**src/rtl/rr_mux4to1.sv**
```systemverilog
// Four-channel round-robin merge onto one registered output word with a 2-bit source tag.
// One cycle from rdyN to y; a drain and a refill can happen on the same edge.
module rr_mux4to1 #(
  parameter int WIDTH = 8
) (
  input  logic             clk,
  input  logic             rst_n,
  input  logic [WIDTH-1:0] d0,
  input  logic [WIDTH-1:0] d1,
  input  logic [WIDTH-1:0] d2,
  input  logic [WIDTH-1:0] d3,
  input  logic             v0,
  input  logic             v1,
  input  logic             v2,
  input  logic             v3,
  output logic             rdy0,
  output logic             rdy1,
  output logic             rdy2,
  output logic             rdy3,
  output logic [WIDTH-1:0] y,
  output logic [1:0]       sel,
  output logic             y_valid,
  input  logic             y_ready
);

  typedef enum logic {EMPTY = 1'b0, FULL = 1'b1} state_t;

  state_t           state_q, state_d;
  logic [WIDTH-1:0] y_q, y_d;
  logic [1:0]       sel_q, sel_d;
  logic [1:0]       last_q, last_d;

  logic             load;
  logic [3:0]       req;
  logic [3:0]       gnt;
  logic [1:0]       win;
  logic [1:0]       idx;
  logic             found;
  logic [WIDTH-1:0] win_dat;

  // Search starts one past the last winner so every requester is served within four grants.
  always_comb begin
    load  = (state_q == EMPTY) || y_ready;
    req   = {v3, v2, v1, v0};
    found = 1'b0;
    win   = last_q;
    idx   = last_q;
    for (int i = 1; i <= 4; i++) begin
      idx = last_q + 2'(i);
      if (!found && req[idx]) begin
        found = 1'b1;
        win   = idx;
      end
    end
    gnt = 4'b0000;
    // rst_n gates the grant so no channel sees an accept while the register is held in reset.
    if (rst_n && load && found) gnt[win] = 1'b1;
  end

  always_comb begin
    case (win)
      2'd0:    win_dat = d0;
      2'd1:    win_dat = d1;
      2'd2:    win_dat = d2;
      default: win_dat = d3;
    endcase
  end

  always_comb begin
    state_d = state_q;
    y_d     = y_q;
    sel_d   = sel_q;
    last_d  = last_q;
    if (load) begin
      if (found) begin
        state_d = FULL;
        y_d     = win_dat;
        sel_d   = win;
        last_d  = win;
      end else begin
        state_d = EMPTY;
      end
    end
  end

  always_ff @(posedge clk or negedge rst_n) begin
    if (!rst_n) begin
      state_q <= EMPTY;
      y_q     <= '0;
      sel_q   <= 2'd0;
      last_q  <= 2'd3;
    end else begin
      state_q <= state_d;
      y_q     <= y_d;
      sel_q   <= sel_d;
      last_q  <= last_d;
    end
  end

  assign rdy0    = gnt[0];
  assign rdy1    = gnt[1];
  assign rdy2    = gnt[2];
  assign rdy3    = gnt[3];
  assign y       = y_q;
  assign sel     = sel_q;
  assign y_valid = (state_q == FULL);

endmodule

```
**config.mk**
```make
export PLATFORM = sky130hd
export DESIGN_NAME = rr_mux4to1
export DESIGN_NICKNAME = d
export VERILOG_FILES = /design/src/rtl/rr_mux4to1.sv
export SDC_FILE = /design/constraint.sdc
export NUM_CORES = 1
export LEC_CHECK = 0
export CORE_MARGIN = 4
export CORE_UTILIZATION = 35
export CTS_CLUSTER_DIAMETER = 80
export CTS_CLUSTER_SIZE = 20
export DETAILED_ROUTE_END_ITERATION = 6
export PLACE_DENSITY = 0.76
export SLEW_MARGIN = 15
export SYNTH_ARGS = -nofsm -noshare
export SYNTH_HDL_FRONTEND = slang
export SYNTH_SLANG_ARGS = --single-unit
```
**constraint.sdc**
```tcl
create_clock -name clk -period 2.1 [get_ports clk]
set_clock_uncertainty 0.05 [all_clocks]
set_input_delay 0.315 -clock clk [delete_from_list [all_inputs] [get_ports clk]]
set_output_delay 0.315 -clock clk [all_outputs]
set_load 0.1 [all_outputs]
```
Yosys cells after proc, flatten, opt, wreduce, memory -nomap -nowiden
Cells that the tools add are included.
Widths: inputs -> output; s select.
{"block": "totals", "reg_bits": 13, "latchBits": 0, "ram_bits": 0, "romBits": 0, "word_cells": 49, "memories": 0}
{"block": "op_classes", "add_sub_neg": 3, "n_mul": 0, "div": 0, "magnitude_cmp": 6, "n_eq_ne": 2, "n_shift": 0, "mux": 21, "n_bitwise": 1, "n_reduce_logical": 12}
{"operator": "$pmux 8 s3", "n": 1}
{"operator": "$lt 2x3->1 const B", "n": 5}
{"operator": "$mux 1", "n": 10}
{"operator": "$bmux 1 s2", "n": 4}
{"operator": "$mux 2", "n": 4}
{"operator": "$logic_and 1x1->1", "n": 6}
{"operator": "$add 2x2->2 const B", "n": 2}
{"operator": "$mux 4", "n": 1}
{"operator": "$logic_not 1->1", "n": 3}
{"operator": "$add 2x1->2 const B", "n": 1}
{"operator": "$demux 1 s2", "n": 1}
{"operator": "$eq 2x1->1 const B", "n": 1}
{"operator": "$eq 2x2->1 const B", "n": 1}
{"operator": "$ge 2x1->1 const B", "n": 1}
{"operator": "$logic_not 2->1", "n": 1}
{"operator": "$reduce_and 2->1", "n": 1}
{"operator": "$logic_or 1x1->1", "n": 1}
{"operator": "$not 1->1", "n": 1}

Depth between registers and ports, before layout
Gate-level depths: netlist (run 1).
{"block": "logic_depth", "ltp_word": 18, "ltp_mapped": 7, "mapped_depth_nobuf": 5}

Worst setup path before layout (run 1)
Ideal clock, no wire load.
{"block": "synth_path", "path_type": "reg-to-output", "start": "register state_q, in the netlist y_valid", "end": "output rdy3", "arrival_time_ps": 3667, "required_ps": 1735, "setup_slack_ps": -1932, "stages_incl_launch_ff": 5, "n_path_buf": 1, "cell_sequence": "dfrtp_1 a21oi_2 buf_2 nand2_1 nor3b_1"}
{"block": "synth_between", "elab_chain_cells": 5}
{"element": "from (decl)", "line": "28", "rtl": "state_t state_q, state_d;"}
{"element": "from (signal assigned)", "line": "93", "rtl": "state_q <= state_d;"}
{"element": "$not 1->1", "line": "43", "rtl": "load = (state_q == EMPTY) || y_ready;"}
{"element": "$logic_or 1x1->1", "line": "43"}
{"element": "$logic_and 1x1->1 (2 in series)", "line": "57", "rtl": "if (rst_n && load && found) gnt[win] = 1'b1;"}
{"element": "$mux 4", "line": "57"}
{"element": "to (decl)", "line": "19", "rtl": "output logic rdy3,"}
No other way between the ends.

Worst setup path in the final report (run 1)
{"block": "layout_path", "start": "register last_q[1]", "end": "output rdy3"}
{"block": "layout_between", "elab_chain_cells": 18, "elab_cells_between_ends": 32, "classes_between": "3 x add/sub; 2 x order compare; 19 x mux; 8 x reduce/logical"}
{"element": "from (decl)", "line": "31", "rtl": "logic [1:0] last_q, last_d;"}
{"element": "from (signal assigned)", "line": "96", "rtl": "last_q <= last_d;"}
{"element": "$add 2x1->2", "line": "49", "rtl": "idx = last_q + 2'(i);"}
{"element": "$bmux 1 s2", "line": "50", "rtl": "if (!found && req[idx]) begin"}
{"element": "$mux 1 (implied by the code)", "line": "50"}
{"element": "$mux 1", "line": "50"}
{"element": "$logic_not 1->1", "line": "50"}
{"element": "$logic_and 1x1->1", "line": "50"}
{"element": "$mux 1", "line": "50"}
{"element": "$logic_not 1->1", "line": "50"}
{"element": "[2 not listed]"}
{"element": "$logic_not 1->1", "line": "50"}
{"element": "$logic_and 1x1->1", "line": "50"}
{"element": "$mux 2", "line": "50"}
{"element": "$lt 2x3->1 (implied by the code) or $ge 2x1->1 (tied branches)", "line": "57"}
{"element": "$logic_and 1x1->1 (implied by the code)", "line": "57"}
{"element": "$mux 1 (implied by the code)", "line": "57"}
{"element": "$demux 1 s2", "line": "57"}
{"element": "$mux 4 (*)", "line": "57"}
Mark *: on every way between the ends. The rest lies on a longest branch, timed or not. The select of a mux whose other input is x is not followed.

==> impl_metrics.json, run 1 <==
{
  "status": "complete, but fails checks",
  "violations": "negative setup slack",
  "synth.area.top_cells": "dfrtp_1 28%, mux2i_1 9.2%, o211ai_2 8.9%",
  "layout_setup_ws_ns": -0.181,
  "antenna_found_initial": 0,
  "setup_viol": 4,
  "r2r_end": "y[5]",
  "initial_utilization_pct": 38.2,
  "synth_top_family_by_area": "simple AND/OR/NAND/NOR gates",
  "htreeDepth": 1,
  "synth_area_leader_cell": "dfrtp_1",
  "drt.antenna.violating_nets": 0,
  "ios": 54,
  "post-route-min-period_ns": 2.28,
  "synthDistinctLibCells": 27,
  "synth_xor_xnor_area_share_pct": 0,
  "post-route-drc-count": 0,
  "ys_seq_elements": 13,
  "core-area_um2": 2570,
  "worst_ir_drop_vdd_mv": 0.806,
  "syn_avg_cell_area_um2": 9.90,
  "dp.cells": 190,
  "maxSlewHeadroom_pct": 70.4,
  "syn-num-nets": 138,
  "port_buffers": 53,
  "grt-ovfl-total": 0,
  "cp_slowest_cell": "dfstp_2",
  "insertion_delay_ns": 0.27,
  "cp.arrival_ns": 1.92,
  "routed_wl_mm": 2.96,
  "root_buffer": "clkbuf_4",
  "cp_num_buf_inv": 3,
  "nNetsFinal": 212,
  "cp_max_fo": 5,
  "worst-setup-path-type": "register to output pin",
  "synthesis.area_um2": 980,
  "synth_fa_ha_area_share_pct": 0,
  "die_area_um2": 3710,
  "end_kind": "output pin",
  "grt_pass1_vias": 1144,
  "grt_pass1_wl_mm": 4.97,
  "numCtsBuffers": 3,
  "initialDrtViolationCount": 21,
  "fin_crit_sh_pct": 109,
  "die_h_um": 60.9,
  "path_cells": "mux2i_2 -> nor2_2 -> a311oi_4 -> buf_4 -> buf_6 -> nor3b_4 -> buf_12",
  "grt_max_degree": 19,
  "rsz0062_at_grt": "true",
  "area_growth_pct": 86.1,
  "critPathMaxStageDelay_ns": 0.59,
  "crit_required_ns": 1.74,
  "finalNonFillerCells": 202,
  "place_ws_ns": -0.174,
  "vias_per_cell": 5.10,
  "ys_seq_area_share_pct": 33.5,
  "synthMuxAreaShare_pct": 19.9,
  "cts.clk_slew.worst_paths_ns": 0.07,
  "stdcell_area_um2": 1820,
  "postSynthCellCount": 99,
  "r2r_cells": 8,
  "first_pass_iters": 4,
  "worst_pin_slew_ns": 0.443,
  "yosysTopAreaCellShare_pct": 28.1,
  "rows": 18,
  "finalMaxSlewViolations": 0,
  "fmax_mhz": 438,
  "clock_sinks": 13,
  "power_density_nw_per_um2": 1070,
  "critPathTopFamily": "flip-flops",
  "max-cap-violations": 0,
  "final_util_pct": 71.0,
  "drive_above_1_share_pct": 42.4,
  "leakagePower_nw": 0.794,
  "wl_per_cell_um": 14.7,
  "p_total_mw": 1.96,
  "dp.final_hpwl_mm": 2.35,
  "fin_tns_setup_ns": -0.710,
  "min_path_type": "input port to async pin",
  "track_usage_pct": 17.8,
  "finalHoldViolations": 0,
  "placed_area_um2": 1690,
  "cts_tree": "done",
  "die_w_um": 60.9,
  "ys_warn_count": 0,
  "num_vias": 1030,
  "hold_slack_ns": 0.306,
  "rr_startpoint": "last_q[1]",
  "synth_compound_area_share_pct": 18.5,
  "antenna_cells": 0,
  "crit_path_start_kind": "register",
  "yosys.area_share.simple_pct": 20.9,
  "place_congestion": 0.745,
  "fill_cells": 180,
  "cts_max_path_buffers": 2,
  "rrSetupSlack_ns": 0.01
}
==> flip-flops by register name, summed over array words and instances, names as in the netlist <==
signal,count
last_q,2
sel,2
y,8
y_valid,1
==> how the worst max path moves through the flow <==
stage / to / start / slack (ns) / cells past startpoint
2_1_floorplan: rdy0 / last_q[1] / -0.51 / 6
3_3_place_gp: rdy0 / v3 / -0.13 / 7
3_5_place_dp: rdy0 / v3 / -0.17 / 7
4_1_cts: rdy0 / last_q[1] / -0.14 / 5
5_1_grt: rdy3 / last_q[1] / -0.26 / 7
6_report: rdy3 / last_q[1] / -0.18 / 7
==> routing by layer <==
metal / global-route usage [%] / vias to the layer above / wire length (µm)
met3: 4.47 / 4 / 193
met1: 21.4 / 480 / 1210
met2: 31.5 / 37 / 1530
li1: - / 509 / -
met5: 0 / - / 0
met4: 4.95 / 0 / 23
==> layout make-up <==
class,instances,area [µm²],share of cell area [%]
sequential,13,332,18.2
timing repair buffer,77,733,40.2
multi-input combinational,76,687,37.7
clock buffer,4,26.3,1.44
inverter,2,7.51,0.412
tap,30,37.5,2.06
==> power by group <==
group	switching (mW)	leakage [nW]	internal (mW)
registers	0.0609	0.151	0.341
clock network	0.0722	0.0150	0.0735
logic	0.923	0.628	0.486
total	1.06	0.794	0.901
==> kinds of logic after synthesis <==
family / after synthesis
AO/OA/AOI/OAI: 18
buffers and inverters: 10
flip-flops: 13
multiplexers: 17
AND/OR/NAND/NOR: 41
==> worst reg2reg max path, cell delays in order, from the launching register on <==
cell	delay, ns
dfstp_2	0.59
mux2i_2	0.24
nor2_2	0.07
a311oi_4	0.26
buf_4	0.17
buf_6	0.12
buf_4	0.15
mux2_4	0.31
o211ai_2	0.07
==> synth_stat cells <==
cell      count
nand3_1      16
dfrtp_1      11
nand2_1      11
mux2i_1       9
o211ai_2      7
buf_2         5
mux2_4        4
nand2b_1      4
a21oi_1       3
nor2_1        3
a21o_1        2
buf_6         2
dfstp_2       2
inv_1         2
mux2_1        2
mux2_2        2
nor3_1        2
nor3b_1       2
o21a_1        2
a21oi_2       1
a311oi_4      1
a31oi_1       1
and4_1        1
buf_8         1
nand3b_1      1
nor4_1        1
o211ai_1      1
==> cells in the final DEF, fill, tap and decap left out, drive strengths merged, types with 3 or more instances in the layout <==
| master | instances |
|---|---|
| mux2 | 8 |
| dlygate4sd2 | 3 |
| nor2 | 3 |
| o211ai | 8 |
| buf | 39 |
| nand2 | 11 |
| clkdlybuf4s50 | 34 |
| a21oi | 4 |
| mux2i | 9 |
| dfrtp | 11 |
| nand3 | 16 |
| clkbuf | 4 |
| nand2b | 4 |
==> timing repair <==
action | 4_1_cts | 5_1_grt
gates resized for setup | 7 | 8
setup endpoints to repair | 4 | 12
pin swaps | 2 | 1
hold buffers | 0 | 0
setup buffers | 8 | 4
Power figures use the tool's default switching activity.
==> inputs of run 2 (changes only) <==
--- a/config.mk
+++ b/config.mk
@@ -10,7 +10,9 @@
 export CTS_CLUSTER_DIAMETER = 80
 export CTS_CLUSTER_SIZE = 20
 export DETAILED_ROUTE_END_ITERATION = 6
+export GPL_ROUTABILITY_DRIVEN = 0
 export PLACE_DENSITY = 0.76
+export REMOVE_ABC_BUFFERS = 1
 export SLEW_MARGIN = 15
 export SYNTH_ARGS = -nofsm -noshare
 export SYNTH_HDL_FRONTEND = slang
==> run 2 against run 1 <==
Against the previous run: the run still ends with negative setup slack left; fmax is 2.0% lower; via count grew 5.3%; count of clock-buffer cells in the layout is the same; combinational power about the same; sequential share of layout area up 0.21 points; register-to-register slack improved by 0.06 ns; wire length increased by 12%; global-route usage down 0.41 points; flip-flop and latch count unchanged; critical endpoint is now rdy0; largest cell class unchanged; largest power group unchanged.
==> impl_metrics.json, run 2 (synthesis gave the netlist of run 1 again) <==
{
  "area_growth_pct": 81.9,
  "ios": 54,
  "antenna_found_initial": 0,
  "fin_crit_sh_pct": 111,
  "crit_start": "last_q[1]",
  "final_common_cell": "clkdlybuf4s50_1",
  "routedLengthMet1_mm": 1.39,
  "max-cap-violations": 0,
  "drive_above_1_share_pct": 39.1,
  "die_h_um": 60.9,
  "cp_max_fo": 5,
  "vias_per_cell": 5.32,
  "hold_slack_ns": 0.329,
  "drt.antenna.violating_nets": 0,
  "p_total_mw": 1.98,
  "die_area_um2": 3710,
  "finalMaxSlewViolations": 0,
  "core-area_um2": 2570,
  "crit_path_start_kind": "register",
  "fmax_mhz": 430,
  "worst_pin_slew_ns": 0.344,
  "first_pass_iters": 4,
  "status": "complete, but fails checks",
  "insertion_delay_ns": 0.27,
  "numCtsBuffers": 3,
  "multi_input_comb_area_um2": 632,
  "routed_wl_mm": 3.32,
  "switchingPower_mw": 1.07,
  "hold_buffers": 0,
  "fill_cells": 197,
  "finalHoldViolations": 0,
  "wl_per_cell_um": 16.3,
  "crit_required_ns": 1.74,
  "nNetsFinal": 214,
  "clock_sinks": 13,
  "root_buffer": "clkbuf_4",
  "rr_startpoint": "last_q[1]",
  "grt-ovfl-total": 0,
  "seq_area_um2": 328,
  "p_sw_share_pct": 53.8,
  "pwr-share-seq_pct": 20.2,
  "initial_utilization_pct": 38.2,
  "rsz0062_at_grt": "true",
  "track_usage_pct": 17.4,
  "leakagePower_nw": 0.800,
  "min_path_type": "input port to async pin",
  "largest_reg_flops": 8,
  "cp.arrival_ns": 1.96,
  "dp.final_hpwl_mm": 2.53,
  "maxSlewHeadroom_pct": 77.0,
  "power_density_nw_per_um2": 1110,
  "htreeDepth": 1,
  "post-route-min-period_ns": 2.33,
  "comb_power_share_pct": 71.6,
  "cts_tree": "done",
  "antenna_cells": 0,
  "cts.clk_slew.worst_paths_ns": 0.09,
  "initialDrtViolationCount": 58,
  "power.internal_mw": 0.917,
  "grt_pass1_wl_mm": 4.84,
  "met3_length_um": 224,
  "grt_max_degree": 15,
  "cts_max_path_buffers": 2,
  "num_vias": 1085,
  "setup_viol": 4,
  "end_kind": "output pin",
  "rows": 18,
  "clock_power_share_pct": 8.3,
  "top_layer_used": "met4",
  "final_cell_mix": "36 x clkdlybuf4s50_1, 34 x buf_4, 16 x nand3_1",
  "worst-setup-path-type": "register to output pin",
  "post-route-drc-count": 0,
  "layout_setup_ws_ns": -0.227,
  "grt_pass1_vias": 1101,
  "route.met2.wl_mm": 1.66,
  "die_w_um": 60.9,
  "port_buffers": 53,
  "worst_ir_drop_vdd_mv": 0.868,
  "violations": "negative setup slack"
}
[run 2: final timing paths]
kind / endpoint / slack (ns) / cells after the start
max: rdy0 / -0.23 / 6
min: y[6] / 0.33 / 2
max reg2reg: y[3] / 0.07 / 10
min reg2reg: y[1] / 0.45 / 2
max in group asynchronous: last_q[1] / 1.42 / 2
min in group clk: y[1] / 0.45 / 2
[run 2: critical path: stages, from the launching register on]
cell and delay, ns:
dfstp_2 0.56, mux2i_1 0.20, nor2_1 0.08, a311oi_4 0.31, nor3b_2 0.22, buf_4 0.14
buf_12 0.16
[run 2: metal layers]
metal,global-route usage [%],up-vias
met5,0,-
met4,4.33,0
met3,2.98,5
met2,31.3,49
met1,21.4,518
li1,-,513
[run 2: timing repair]
action / 4_1_cts / 5_1_grt
gates resized for setup: 9 / 7
pin swaps: 3 / 1
setup buffers: 7 / 4
endpoints found under the setup margin: 4 / 12
[run 2: through the flow]
| step | setup slack, ns | instance area, µm² | setup TNS (ns) | util (%) | std cells |
|---|---|---|---|---|---|
| 6_report | -0.227 | 1780 | -0.754 | 69.4 | 204 |
| 5_1_grt | -0.324 | 1780 | -1.11 | 69.4 | 204 |
| 4_1_cts | -0.227 | 1760 | -0.724 | 68.5 | 204 |
| 3_5_place_dp | -0.293 | 1650 | -2.31 | 64.4 | 194 |
| 3_3_place_gp | -0.197 | 1650 | -1.39 | 64.4 | 194 |
| 2_1_floorplan | -2.29 | 917 | -9.31 | - | 91 |
[run 2: power groups by stage]
stage	clock (mW)	sequential, mW	combinational [mW]
after floorplan	0	0.929	0.377
after global placement	0	0.399	1.29
after detailed placement	0	0.406	1.31
after CTS	0.162	0.400	1.39
after global routing	0.173	0.410	1.48
final	0.164	0.400	1.42
[run 2: final cells by class]
cell class                 count  area share (%)
timing repair buffer          79            42.1
tap                           30            2.11
multi-input combinational     76            35.5
sequential                    13            18.4
clock buffer                   4            1.47
inverter                       2           0.421
